`src/rtl/reg_file_dbg_pkg.sv`:
```
// Shared constants and dump FSM state type for the
// RV32I register file with debug dump engine.
package reg_file_dbg_pkg;

  localparam int XLEN          = 32;
  localparam int NREG          = 32;
  localparam int BYTES_PER_REG = 4;

  typedef enum logic [1:0] {
    ST_IDLE  = 2'd0,
    ST_LATCH = 2'd1,
    ST_SEND  = 2'd2
  } dump_st_e;

endpackage

```
`src/rtl/rf_dump_ctrl.sv`:
```
// Debug dump engine: snapshots one register at a time
// and streams it out little-endian over valid/ready.
module rf_dump_ctrl
  import reg_file_dbg_pkg::*;
#(
  parameter int DUMP_LAST = 31
) (
  input  logic            CLK,
  input  logic            RST_N,
  input  logic            DUMP_REQ,
  input  logic            DBG_READY,
  input  logic [XLEN-1:0] i_rdata,
  output logic [4:0]      o_raddr,
  output logic            DUMP_BUSY,
  output logic            DBG_VALID,
  output logic [7:0]      DBG_DATA
);

  localparam logic [4:0] LAST = 5'(DUMP_LAST);

  dump_st_e        r_state;
  dump_st_e        w_next;
  logic [4:0]      r_idx;
  logic [1:0]      r_cnt;
  logic [XLEN-1:0] r_shadow;
  logic            w_xfer;

  assign w_xfer    = (r_state == ST_SEND) && DBG_READY;
  assign o_raddr   = r_idx;
  assign DBG_VALID = (r_state == ST_SEND);
  assign DUMP_BUSY = (r_state != ST_IDLE);
  assign DBG_DATA  = DBG_VALID ? r_shadow[7:0] : 8'h00;

  always_comb begin
    w_next = r_state;
    unique case (r_state)
      ST_IDLE:  if (DUMP_REQ) w_next = ST_LATCH;
      ST_LATCH: w_next = ST_SEND;
      ST_SEND: begin
        if (w_xfer && r_cnt == 2'd3)
          w_next = (r_idx == LAST) ? ST_IDLE : ST_LATCH;
      end
      default:  w_next = ST_IDLE;
    endcase
  end

  always_ff @(posedge CLK or negedge RST_N) begin
    if (!RST_N) r_state <= ST_IDLE;
    else        r_state <= w_next;
  end

  always_ff @(posedge CLK or negedge RST_N) begin
    if (!RST_N) begin
      r_idx    <= '0;
      r_cnt    <= '0;
      r_shadow <= '0;
    end else begin
      unique case (r_state)
        ST_IDLE: begin
          if (DUMP_REQ) r_idx <= '0;
        end
        ST_LATCH: begin
          r_shadow <= i_rdata;
          r_cnt    <= '0;
        end
        ST_SEND: begin
          if (w_xfer) begin
            if (r_cnt != 2'd3) begin
              r_shadow <= r_shadow >> 8;
              r_cnt    <= r_cnt + 2'd1;
            end else if (r_idx != LAST) begin
              r_idx <= r_idx + 5'd1;
            end
          end
        end
        default: ;
      endcase
    end
  end

endmodule

```
`src/rtl/reg_file_dbg.sv`:
```
// 32x32 register file, one-hot write port, two async
// read ports, sticky bad-select flag and dump engine.
module reg_file_dbg
  import reg_file_dbg_pkg::*;
#(
  parameter int DUMP_LAST = 31
) (
  input  logic            CLK,
  input  logic            RST_N,
  input  logic            WE,
  input  logic [NREG-1:0] WSEL,
  input  logic [XLEN-1:0] WD,
  input  logic [4:0]      RA1,
  input  logic [4:0]      RA2,
  output logic [XLEN-1:0] RD1,
  output logic [XLEN-1:0] RD2,
  input  logic            DUMP_REQ,
  output logic            DUMP_BUSY,
  output logic [7:0]      DBG_DATA,
  output logic            DBG_VALID,
  input  logic            DBG_READY,
  output logic            SEL_ERR
);

  logic [XLEN-1:0] r_regs [NREG];
  logic            r_sel_err;
  logic            w_onehot;
  logic            w_wr_ok;
  logic [4:0]      w_dump_addr;
  logic [XLEN-1:0] w_dump_data;

  // x & (x-1) clears the lowest set bit
  assign w_onehot = (WSEL != '0) &&
                    ((WSEL & (WSEL - NREG'(1))) == '0);
  assign w_wr_ok  = WE && w_onehot;

  always_ff @(posedge CLK or negedge RST_N) begin
    if (!RST_N) begin
      for (int i = 0; i < NREG; i++) r_regs[i] <= '0;
    end else if (w_wr_ok) begin
      for (int i = 1; i < NREG; i++)
        if (WSEL[i]) r_regs[i] <= WD;
    end
  end

  always_ff @(posedge CLK or negedge RST_N) begin
    if (!RST_N)              r_sel_err <= 1'b0;
    else if (WE && !w_onehot) r_sel_err <= 1'b1;
  end

  assign SEL_ERR     = r_sel_err;
  assign RD1         = r_regs[RA1];
  assign RD2         = r_regs[RA2];
  assign w_dump_data = r_regs[w_dump_addr];

  rf_dump_ctrl #(
    .DUMP_LAST (DUMP_LAST)
  ) u_dump (
    .CLK       (CLK),
    .RST_N     (RST_N),
    .DUMP_REQ  (DUMP_REQ),
    .DBG_READY (DBG_READY),
    .i_rdata   (w_dump_data),
    .o_raddr   (w_dump_addr),
    .DUMP_BUSY (DUMP_BUSY),
    .DBG_VALID (DBG_VALID),
    .DBG_DATA  (DBG_DATA)
  );

endmodule

```
`config.mk`:
```
export PLATFORM = sky130hd
export DESIGN_NAME = reg_file_dbg
export DESIGN_NICKNAME = d
export VERILOG_FILES = /design/src/rtl/reg_file_dbg_pkg.sv /design/src/rtl/rf_dump_ctrl.sv /design/src/rtl/reg_file_dbg.sv
export SDC_FILE = /design/constraint.sdc
export NUM_CORES = 2
export LEC_CHECK = 0
export CORE_UTILIZATION = 50
export DETAILED_ROUTE_END_ITERATION = 10
export PLACE_DENSITY = 0.67
export SLEW_MARGIN = 30
export SYNTH_ARGS = -nofsm -noshare
export SYNTH_HDL_FRONTEND = slang
export SYNTH_HIERARCHICAL = 1
export SYNTH_SLANG_ARGS = --single-unit
```
`constraint.sdc`:
```
create_clock -name CLK -period 5.1 [get_ports CLK]
set_input_delay 1.02 -clock CLK [delete_from_list [all_inputs] [get_ports CLK]]
set_output_delay 1.02 -clock CLK [all_outputs]
set_load 0.03 [all_outputs]
```
# --- Yosys cells after proc, flatten, opt, wreduce, memory -nomap -nowiden ---
# Index checks and enable logic that the tools add are counted.
# Widths: inputs -> output; s select.
word_totals:
  ff_bits: 1034
  elab_cells: 129
  out_inout_bits: 75
  inputBits: 79
classes:
  n_lt_le_gt_ge: 3
  mux: 25
  addsub: 3
  bitwise_logic: 4
  reduce_logical: 46
  eq_ne: 12
ops:
  columns: ["cell", "n"]
  rows:
  - ["$bmux 32 s5", 3]
  - ["$mux 32", 8]
  - ["$pmux 32 s2", 1]
  - ["$reduce_and 2->1", 32]
  - ["$and 32x32->32", 1]
  - ["$logic_not 32->1", 1]
  - ["$reduce_bool 32->1", 1]
  - ["$sub 32x1->32 const B", 1]
  - ["$mux 5", 4]
  - ["$ge 6x6->1 const B", 3]
  - ["$not 5->6", 3]
  - ["$ne 2x2->1 const B", 7]
  - ["$pmux 5 s2", 1]
  - ["$mux 2", 4]
  - ["$mux 8", 1]
  - ["$pmux 2 s3", 1]
  - ["$reduce_bool 2->1", 3]
  - ["$add 5x1->5 const B", 1]
  - ["$eq 5x5->1 const B", 1]
  - ["$logic_and 1x1->1", 5]
  - ["$ne 5x5->1 const B", 1]
  - ["$reduce_and 5->1", 1]
  - ["$eq 2x2->1 const B", 2]
  - ["$pmux 2 s2", 1]
  - ["other kinds (6)", 6]

# --- Longest topological paths before layout ---
logic_depth:
  depth_word: 6
  depth_mapped: 10
  depth_no_buf: 7

# --- By module ---
# The synthesis kept the hierarchy.
modules_own_cells:
  columns: ["mod", "area_each_um2", "n_inst", "seq_area_each_um2", "cells_each"]
  rows:
  - ["reg_file_dbg", 61426.4, 1, 24848.8, 3688]
  - ["rf_dump_ctrl", 2054.5, 1, 1026.0, 157]

# --- Worst setup path before layout ---
# No wires, ideal clock.
synth_path:
  kind: "input-to-output"
  from: "input port RA1[0]"
  to: "output port RD1[26]"
  required_ns: 4.080
  arrival_time_ns: 3.472
  cell_stages: 6
  path_slack_ns: 0.608
  path_buffers: 3
  path_cell_list: "clkbuf_1 -> clkbuf_1 -> clkbuf_1 -> mux4_2 -> mux4_2 -> mux2_2"
synth_between:
  elab_chain_cells: 4
synth_rtl:
  columns: ["element", "line", "source"]
  rows:
  - ["start, declared", "reg_file_dbg.sv:13", "input logic [4:0] RA1,"]
  - ["$not 5->6 (implied by the code)", "reg_file_dbg.sv:52", "assign RD1 = r_regs[RA1];"]
  - ["$bmux 32 s5", "reg_file_dbg.sv:52", null]
  - ["$mux 32 (implied by the code) (2 in a row)", "reg_file_dbg.sv:52", null]
  - ["end, declared", "reg_file_dbg.sv:15", "output logic [XLEN-1:0] RD1,"]
# No other way between the ends. The select of a mux whose other input is x is not followed.

# --- Final worst setup path ---
layout_path:
  from: "input port RA1[0]"
  to: "output port RD1[16]"
# The elaborated chain is that of the path after synthesis.

==> results.cfg <==
[status]
status = completed

[timing]
hold_violations = 0
slew_violations = 0
relSlewSlack_pct = 27.9
setup_viol = 0
finClkSkew_ns = 0.0219
tightest_slew_ns = 1.08
finalCritPeriodShare_pct = 88.6
clock.fmax_mhz = 221
fin_crit_ns = 4.52
rsz0062_at_grt = no
layout_setup_ws_ns = 0.584
tns_ns = 0

[global_route]
grt_pass1_wl_mm = 303
grt_pass1_vias = 41610
track_usage_pct = 33.0
grt_overflow = 0
grt_max_degree = 101
antenna_found_initial = 10

[die]
start_util_pct = 50.5
io_pins = 154
core_area_um2 = 126000
die_x_um = 358
num_rows = 130
die_y_um = 358
die_area_um2 = 128000

[critical_path]
rr_worst_depth = 6
worst-path-stages = 6
cp_max_fo = 41
path_class = in2out
startpoint = RA1[0]
path_cells = buf_8 -> buf_4 -> mux4_2 -> mux4_2 -> mux2_2 -> buf_12
slowest_stage = mux4_2
crit_buf_inv = 3
crit_family = multiplexers
slowest_delay_ns = 0.55
startpoint_type = input pin
reg2reg_from = u_dump/o_raddr[0]$_DFFE_PN0P_
endpoint_kind = output port
r2r_slack_ns = 1.42
worstPathRequired_ns = 4.08
critPathArrivalTime_ns = 3.50
crit_top_cell = mux4_2

[finish]
fillerInstances = 9646
multi_input_area_um2 = 35800
final_nets = 3949
final_util_pct = 57.8
drive_gt1_share_pct = 41.4
area_delta_synth_final_pct = 14.5
final-seq-area_um2 = 25900
layout_common_cells = dfrtp_1 (1029), mux2_1 (991), mux4_2 (864), mux2_2 (237), buf_12 (175)
final_common_cell = dfrtp_1

[yosys]
synth_edf_count = 0
synthesis.nets = 3927
yosys.cell_types.count = 57
synthCells = 3845
synthesis.area_um2 = 63500
avgSynthCellArea_um2 = 16.5
synth_seq_cells = 1034
yosysWarnings = 70
async_flop_share_pct = 100
ys_seq_area_share_pct = 40.8
ys.flop_type = dfrtp_1

[clocking]
numCtsBuffers = 114
cts_resized = 0
clock_sinks = 1034
clockRootBuffer = clkbuf_16
cts.clk_slew.worst_paths_ns = 0.06
post_cts_buffers = 0
htree_levels = 3
clk_latency_ns = 0.75
cts_tree = done
postCtsHoldBufs = 0
clockBufferDepth = 3

[detailed_routing]
vias = 40431
detail_route.iter0.violations = 4356
viasPerCell = 7.20
drc = 0
firstDrtPassIters = 5
final_antenna_net_count = 0
wl_per_cell_um = 36.6
routed_wl_mm = 206

[placement]
dp_hpwl_mm = 126
gp_congestion = 0.847
dp_slack_ns = 0.0545
io_buffers = 153

[power]
ir_drop_uv = 282
p_leak_uw = 0.0331
power_uw = 19300
p_per_area_nw_per_um2 = 265

[job]
max_cap_viol_count = 0

[worst_hold_path]
min_path_type = in2async
[report_power, final]
part | leakage [uW] | internal, uW | switching (uW)
Sequential | 0.0144 | 8230 | 191
Combinational | 0.0168 | 806 | 1430
Clock | 0.00192 | 5020 | 3600
[per-layer routing]
metal / part of all wire (%) / wire length [um] / global-route usage, %
met1: 41 / 85000 / 47.8
met2: 46 / 95400 / 50.0
met3: 9.3 / 19100 / 7.25
met4: 3.0 / 6160 / 10.5
met5: 0.020 / 41 / 0
[through the flow]
step	area (um2)	cells	hold WS, ns
final	72700	5613	0.225
after global routing	72700	5612	0.226
after CTS	72700	5611	0.396
after detailed placement	68800	5400	0.458
after global placement	68800	5396	0.477
after floorplan	63500	3845	0.460
[cell usage after synthesis, types with 9 or more instances]
library cell,n,area (um2)
mux2_2,237,2670
clkbuf_1,256,961
nand4_4,28,596
and2_1,9,56.3
buf_1,80,300
a22o_1,104,911
nand2_1,9,33.8
buf_2,101,505
nor2_1,10,37.5
inv_1,9,33.8
mux4_2,864,19500
mux2_1,991,11200
dfrtp_1,1034,25900
[final cells by class]
type	count	share of cell area [%]
Tap cell	1650	2.84
Antenna cell	1	0.00344
Timing Repair Buffer	354	6.92
Sequential cell	1034	35.6
Clock buffer	175	4.65
Inverter	10	0.0517
Clock inverter	36	0.692
Multi-Input combinational cell	2353	49.2
[state kept, by name, summed over array words and instances (netlist names)]
register / flops
u_dump/o_raddr: 5
u_dump/r_cnt: 2
r_regs: 992
u_dump/r_state: 2
SEL_ERR: 1
u_dump/r_shadow: 32
[worst register-to-register path, stage by stage, from the launching register on]
cell	delay, ns
dfrtp_4	0.92
buf_12	0.52
mux4_2	0.71
mux4_2	0.49
mux2_2	0.35
mux2_4	0.32
mux2_2	0.26
[cell families (layout without fill, tap and decap cells)]
family	after synthesis	count (layout)	synth area share, %
other	0	1	0
flip-flops	1034	1034	40.8
AND/OR/NAND/NOR	111	111	1.75
adder cells (fa/ha/maj)	4	4	0.0749
AO/OA/AOI/OAI	139	139	1.84
buffers and inverters	458	575	3.00
multiplexers	2099	2099	52.6
[path summary, 6_finish.rpt]
kind                                                    to
max                                                RD1[16]
min                                r_regs[243]$_DFFE_PN0P_
max reg2reg                u_dump/r_shadow[23]$_DFFE_PN0P_
min reg2reg                            SEL_ERR$_DFFE_PN0P_
max in group asynchronous          r_regs[983]$_DFFE_PN0P_
min in group CLK                       SEL_ERR$_DFFE_PN0P_
Power figures use the tool's default switching activity.
